## src/rtl/alu_defs_pkg.sv

```systemverilog
// rtl/alu_defs_pkg.sv - shared ALU/writeback constants, opcode enums and the write-queue entry type
package alu_defs_pkg;

  localparam int DATA_W = 16;
  localparam int REG_AW = 4;
  localparam int DEPTH  = 2;

  localparam int PSR_C = 4;
  localparam int PSR_L = 3;
  localparam int PSR_F = 2;
  localparam int PSR_Z = 1;
  localparam int PSR_N = 0;

  typedef enum logic [3:0] {
    OP_RTYPE = 4'h0,
    OP_ANDI  = 4'h1,
    OP_ORI   = 4'h2,
    OP_XORI  = 4'h3,
    OP_BCOND = 4'h4,
    OP_ADDI  = 4'h5,
    OP_SHIFT = 4'h8,
    OP_SUBI  = 4'h9,
    OP_CMPI  = 4'hB,
    OP_MOVI  = 4'hD
  } opcode_t;

  typedef enum logic [3:0] {
    FN_AND = 4'h1,
    FN_OR  = 4'h2,
    FN_XOR = 4'h3,
    FN_ADD = 4'h5,
    FN_SUB = 4'h9,
    FN_CMP = 4'hB,
    FN_MOV = 4'hD
  } func_t;

  typedef enum logic [3:0] {
    COND_EQ = 4'h0,
    COND_NE = 4'h1,
    COND_CS = 4'h2,
    COND_CC = 4'h3,
    COND_HI = 4'h4,
    COND_LS = 4'h5,
    COND_GT = 4'h6,
    COND_LE = 4'h7,
    COND_FS = 4'h8,
    COND_FC = 4'h9,
    COND_UC = 4'hE
  } cond_t;

  typedef struct packed {
    logic [REG_AW-1:0] reg_addr;
    logic [DATA_W-1:0] data;
  } wb_entry_t;

endpackage

```

## src/rtl/wb_queue.sv

```systemverilog
// rtl/wb_queue.sv - 2-entry in-order register-write queue with count and registered head outputs
module wb_queue
  import alu_defs_pkg::*;
(
  input  logic              clk,
  input  logic              reset,
  input  logic              i_push,
  input  logic [REG_AW-1:0] i_push_addr,
  input  logic [DATA_W-1:0] i_push_data,
  input  logic              i_pop,
  output logic [1:0]        o_count,
  output logic [REG_AW-1:0] o_head_addr,
  output logic [DATA_W-1:0] o_head_data
);

  logic [1:0] r_count;
  wb_entry_t  r_head;
  wb_entry_t  r_tail;
  wb_entry_t  w_in;
  logic       w_push;
  logic       w_pop;

  assign w_in   = '{reg_addr: i_push_addr, data: i_push_data};
  assign w_pop  = i_pop & (r_count != 2'd0);
  assign w_push = i_push & (r_count != 2'(DEPTH));

  always_ff @(posedge clk) begin
    if (reset) begin
      r_count <= 2'd0;
      r_head  <= '0;
      r_tail  <= '0;
    end else begin
      case (r_count)
        2'd0: begin
          if (w_push) begin
            r_head  <= w_in;
            r_count <= 2'd1;
          end
        end
        2'd1: begin
          // Push with pop in ONE replaces the head directly; the count is unchanged.
          if (w_push) begin
            if (w_pop) begin
              r_head <= w_in;
            end else begin
              r_tail  <= w_in;
              r_count <= 2'd2;
            end
          end else if (w_pop) begin
            r_count <= 2'd0;
          end
        end
        default: begin
          if (w_pop) begin
            r_head  <= r_tail;
            r_count <= 2'd1;
          end
        end
      endcase
    end
  end

  assign o_count     = r_count;
  assign o_head_addr = r_head.reg_addr;
  assign o_head_data = r_head.data;

endmodule

```

## src/rtl/alu_writeback.sv

```systemverilog
// rtl/alu_writeback.sv - ALU writeback stage: PSR commit, buffered RF writes, retire counter
// Optional PSR_BYPASS_EN forwards the accepted flag update onto psrRead in the same cycle.
module alu_writeback
  import alu_defs_pkg::*;
(
  input  logic              clk,
  input  logic              reset,
  input  logic              inValid,
  output logic              inReady,
  input  logic              inRegWr,
  input  logic [REG_AW-1:0] inDstReg,
  input  logic [DATA_W-1:0] result,
  input  logic [4:0]        psrWrite,
  input  logic [4:0]        psrWrEn,
  output logic [4:0]        psrRead,
  output logic              rfWrEn,
  output logic [REG_AW-1:0] rfAddr,
  output logic [DATA_W-1:0] rfData,
  input  logic              rfReady,
  output logic [15:0]       retired
);

  logic [4:0]  r_psr;
  logic [15:0] r_retired;
  logic [1:0]  w_count;
  logic        w_accept;
  logic [4:0]  w_psr_next;

  // inReady depends only on the registered queue count, never on inValid.
  assign inReady    = (w_count != 2'(DEPTH));
  assign w_accept   = inValid & inReady;
  assign w_psr_next = (r_psr & ~psrWrEn) | (psrWrite & psrWrEn);
  assign rfWrEn     = (w_count != 2'd0);

  always_ff @(posedge clk) begin
    if (reset) begin
      r_psr     <= 5'b0;
      r_retired <= 16'd0;
    end else if (w_accept) begin
      r_psr     <= w_psr_next;
      r_retired <= r_retired + 16'd1;
    end
  end

`ifdef PSR_BYPASS_EN
  assign psrRead = w_accept ? w_psr_next : r_psr;
`else
  assign psrRead = r_psr;
`endif

  assign retired = r_retired;

  wb_queue u_queue (
    .clk         (clk),
    .reset       (reset),
    .i_push      (w_accept & inRegWr),
    .i_push_addr (inDstReg),
    .i_push_data (result),
    .i_pop       (rfWrEn & rfReady),
    .o_count     (w_count),
    .o_head_addr (rfAddr),
    .o_head_data (rfData)
  );

endmodule
```

## config.mk

```make
export PLATFORM = sky130hd
export DESIGN_NAME = alu_writeback
export DESIGN_NICKNAME = d
export VERILOG_FILES = /design/src/rtl/alu_defs_pkg.sv /design/src/rtl/wb_queue.sv /design/src/rtl/alu_writeback.sv
export SDC_FILE = /design/constraint.sdc
export NUM_CORES = 1
export LEC_CHECK = 0
export BUFFER_PORTS_ARGS = -buffer_cell sky130_fd_sc_hd__buf_2
export CAP_MARGIN = 10
export CORE_ASPECT_RATIO = 0.75
export CORE_MARGIN = 10
export CORE_UTILIZATION = 53
export CTS_BUF_LIST = sky130_fd_sc_hd__clkbuf_8
export DETAILED_ROUTE_END_ITERATION = 7
export PLACE_DENSITY_LB_ADDON = 0.25
export SYNTH_ARGS = -nofsm -noshare
export SYNTH_HDL_FRONTEND = slang
export SYNTH_SLANG_ARGS = --single-unit
```

## constraint.sdc

```tcl
create_clock -name clk -period 1.8 [get_ports clk]
set_clock_uncertainty 0.15 [all_clocks]
set_input_delay 0.54 -clock clk [delete_from_list [all_inputs] [get_ports clk]]
set_output_delay 0.54 -clock clk [all_outputs]
set_load 0.01 [all_outputs]
```

**Word level (Yosys, flattened, before mapping)**

Index checks and enable logic that the tools add are counted.

- Add/subtract/negate cells: 1
- Equal/unequal tests: 7
- Mux-type cells: 11
- Bitwise operators: 10
- Reductions and logical operators: 7

Operators with widths:

| kind | count |
|---|---|
| 20-bit two-way mux | 4 |
| 20-bit one-hot mux with 2 select lines | 1 |
| 16-bit by 1-bit adder with 16-bit output, second input constant | 1 |
| 5-bit AND | 2 |
| 2-bit two-way mux | 5 |
| 4-bit AND reduction | 2 |
| 2-bit by 1-bit != test with 1-bit output, second input constant | 3 |
| 1-bit AND | 5 |
| 5-bit inverter | 1 |
| 5-bit OR | 1 |
| 2-bit one-hot mux with 2 select lines | 1 |
| 2-bit nonzero test | 2 |
| 3-bit by 1-bit != test with 1-bit output, second input constant | 1 |
| 3-bit != test, second input constant | 1 |
| 3-bit AND reduction | 1 |
| 3-bit nonzero test | 1 |
| 2-bit by 1-bit == test with 1-bit output, second input constant | 1 |
| 2-bit logical NOT | 1 |
| 2-bit != test, second input constant | 1 |
| 1-bit inverter | 1 |

- Register bits after elaboration: 63

**Longest topological paths before layout**

- Depth after elaboration: 6
- Depth in mapped cells: 7
- Depth with buffers taken out: 5

**By module**

From an unflattened synthesis, not the netlist that was laid out.

- Cell total of the unflattened synthesis: 302
- Area total of the unflattened synthesis: 2808.9 µm²

By module, submodules not included:

| module | instances | cells an instance | area an instance (µm²) |
|---|---|---|---|
| wb_queue | 1 | 193 | 1836.8 |
| alu_writeback | 1 | 109 | 972.2 |

**Worst setup path before layout**

Ideal clock, no wire load.

- Kind: register to register
- From: register r_retired[0] (netlist: retired[0])
- To: register r_retired[12] (netlist: retired[12])
- Data arrival time: 1.552 ns
- Required time: 1.580 ns
- Setup slack: 0.028 ns
- Stages on the path, launching flop included: 6
- Path buffers: 0
- Period minus slack after synthesis: 1.772 ns
- Cell sequence: dfxtp_1 > ha_1 > and3_1 > nand3_2 > or4_1 > a21oi_1

- Longest elaborated chain between the ends: 1

Ends and longest elaborated chain:

| element | RTL line | RTL |
|---|---|---|
| start, declared | alu_writeback.sv:24 | `logic [15:0] r_retired;` |
| start signal, assigned | alu_writeback.sv:41 | `r_retired <= r_retired + 16'd1;` |
| 16-bit by 1-bit adder with 16-bit output | alu_writeback.sv:41 |  |

Every way passes these cells.
A chain may end at the register's enable or synchronous reset.

**Worst setup path in the final report**

- From: register u_queue.r_count[1] (netlist: u_queue.o_count[1])
- To: output port rfWrEn

- Longest elaborated chain between the ends: 1

Ends and longest elaborated chain:

| element | RTL line | RTL |
|---|---|---|
| start, declared | wb_queue.sv:16 | `logic [1:0] r_count;` |
| start signal, assigned | wb_queue.sv:29 | `r_count <= 2'd0;` |
| start signal, assigned | wb_queue.sv:37 | `r_count <= 2'd1;` |
| start signal, assigned | wb_queue.sv:47 | `r_count <= 2'd2;` |
| 2-bit nonzero test | alu_writeback.sv:33 | `assign rfWrEn = (w_count != 2'd0);` |
| end, declared | alu_writeback.sv:16 | `output logic rfWrEn,` |

Every way passes these cells.

==> impl_metrics.tcl <==
set metrics [dict create \
    status "finished clean" \
    slowest_delay_ns 0.35 \
    htree_levels 3 \
    power_density_nw_per_um2 812 \
    drive_above_1_share 0.351 \
    routabilityCongestion 0.752 \
    fin_crit_ns 1.75 \
    grt_use_total 0.151 \
    wl_um 6190 \
    maxCapViolCount 0 \
    worstSkewPairLatency_ns 0.33 \
    timing.fmax_ghz 0.571 \
    grt_use_met1 0.172 \
    synthCells 276 \
    peakVddDrop_mv 0.624 \
    cts_root_buf "clkbuf_8" \
    drt_iter0_markers 105 \
    overflow 0 \
    cts_tree "yes" \
    syn_area_um2 2640 \
    cts_buffers 9 \
    final_common_cell "buf_2" \
    cp_top_family "flip-flops" \
    synth_edf_count 0 \
    required_ns 1.11 \
    dp.cells 410 \
    core_um2 4840 \
    setup_viol 0 \
    layout.cells.non_filler 428 \
    layout.nets 401 \
    crit_type "flop to output pin" \
    start_util 0.545 \
    grt_pass1_wl_um 9990 \
    grt_pass1_vias 2220 \
    synthesis.nets 312 \
    cpMaxStageDelayCell "dfxtp_4" \
    area_growth_syn_to_layout_pct 30.5 \
    synth.top_cell.area_share 0.477 \
    grt_busiest_layer "met2" \
    tightest_slew_ns 0.367 \
    viasPerCell 5.21 \
    synthTopCellsByArea "dfxtp_1, mux2i_1, nor2_1, a211oi_1, xor2_1" \
    seq_area_frac_synth 0.477 \
    rows 22 \
    layout_common_cells "buf_2, dfxtp_1, nor2_1" \
    final_area_um2 3450 \
    synth_flop_cell "dfxtp_1" \
    total_leakage_power_uw 0.00145 \
    drcViolationCount 0 \
    worst_hold_path_type "input pin to flop" \
    cts.sinks 63 \
    ctsHoldBuffers 0 \
    ant_nets 0 \
    clk_pin_slew_worst_paths_ns 0.06 \
    yosysWarnings 0 \
    portBuffers 77 \
    ys_types 34 \
    die_h_um 81.1 \
    critPathMaxFanout 3 \
    wl_per_cell_um 14.5 \
    grt_max_degree 64 \
    multi_input_area_um2 1330 \
    synth.avg_cell_area_um2 9.57 \
    timing.final.crit_share 0.973 \
    grtUsageMet3 0.0899 \
    final_hold_viol_count 0 \
    async_reset_ff_frac 0 \
    crit_path_start_kind "flop" \
    num_vias 2232 \
    drv_slew 0 \
    place_hpwl_um 4370 \
    crit_arrival_ns 1.06 \
    die_area_um2 8240 \
    die_w_um 102 \
    drt_first_pass_iters 4 \
    yosysTopAreaCell "dfxtp_1" \
    critPathBufInv 1 \
    slew_headroom 0.755 \
    regArea_um2 1270 \
    diodes 0 \
    cts_buffer_depth 2 \
    cp_cell_sequence "or2_4 > buf_6" \
    io_pins 78 \
    antenna_found_initial 0 \
    end_kind "output pin" \
    grt_util_met2 0.237 \
    ys_ff_latch 63 \
    fillers 400 \
    dpl-instance-area_um2 3200 \
]
registers in the layout (all words and copies together), names as in the netlist, named ones only:
name	cells
u_queue.o_head_data	16
u_queue.o_head_addr	4
retired	16
u_queue.r_tail	20
u_queue.o_count	2
synthesized netlist by cell type (all sizes together), types with 2 or more instances:
library cell and number:
and3 3, and2 2, mux2i 45, nand3 11, a21oi 13, o31ai 4
clkbuf 7, or4 4, nor3 2, nand2b 2, xor2 8, nor2 55
and4 2, dfxtp 63, o21ai 3, nand2 5, a211oi 20, nand4 7
buf 13, or3 3
final cells by class:
cell class | count | area share
Clock buffer | 11 | 0.0439
Clock inverter | 3 | 0.00363
Inverter | 1 | 0.00109
Multi-Input combinational cell | 192 | 0.385
Sequential cell | 63 | 0.368
Tap cell | 60 | 0.0218
Timing Repair Buffer | 98 | 0.176
worst register-to-register path, cell delays in order, from the launching register on:
cell	delay (ns)
dfxtp_1	0.37
and4_4	0.28
nand3_1	0.18
or4_4	0.53
a21oi_2	0.13
cells by family after synthesis:
group,Yosys count,share of synthesized area
and+or+nand+nor,98,0.185
muxes,45,0.171
DFF,63,0.477
xor gates and xnor gates,8,0.0265
AOI/OAI and AO/OA,40,0.100
adders and majority gates,1,0.00474
buffers and inverters,21,0.0360
layer usage:
| metal | part of all wire | vias to the layer above | wire length, µm |
|---|---|---|---|
| li1 | - | 1153 | - |
| met1 | 0.44 | 1014 | 2750 |
| met2 | 0.46 | 61 | 2850 |
| met3 | 0.089 | 4 | 554 |
| met4 | 0.0055 | 0 | 34 |
| met5 | 0 | - | 0 |
final timing paths:
check	endpoint	cells after the start	slack, ns	start
setup / recovery	rfWrEn	2	0.05	u_queue.o_count[1]
hold / removal	flop	3	0.28	psrWrite[0]
setup reg to reg	retired[12]	4	0.10	retired[7]
hold reg to reg	retired[1]	2	0.33	retired[1]
metrics by stage:
step	setup WS [ns]	TNS (ns)	total power, µW	hold slack, ns	util
floorplan	0.0277	0	1650	0.310	-
global placement	0.0765	0	1780	0.314	0.660
detailed placement	0.0130	0	1790	0.331	0.660
CTS	0.00467	0	2830	0.274	0.704
global route	-0.00857	-0.00857	2930	0.280	0.712
finish	0.0478	0	2800	0.284	0.712
repair_timing:
item                       in CTS  in global routing
pin swaps                       0                  1
setup buffers                   3                  1
setup endpoints to repair       2                  7
gates resized for setup         8                  8
report_power, final:
part           internal (µW)  switching (µW)  leakage (µW)
Clock                    547             485     0.0000937
Combinational            141             158      0.000845
Sequential              1440            24.8      0.000515
Total                   2130             668       0.00145
Note: power is estimated with default switching activity, not from simulation.
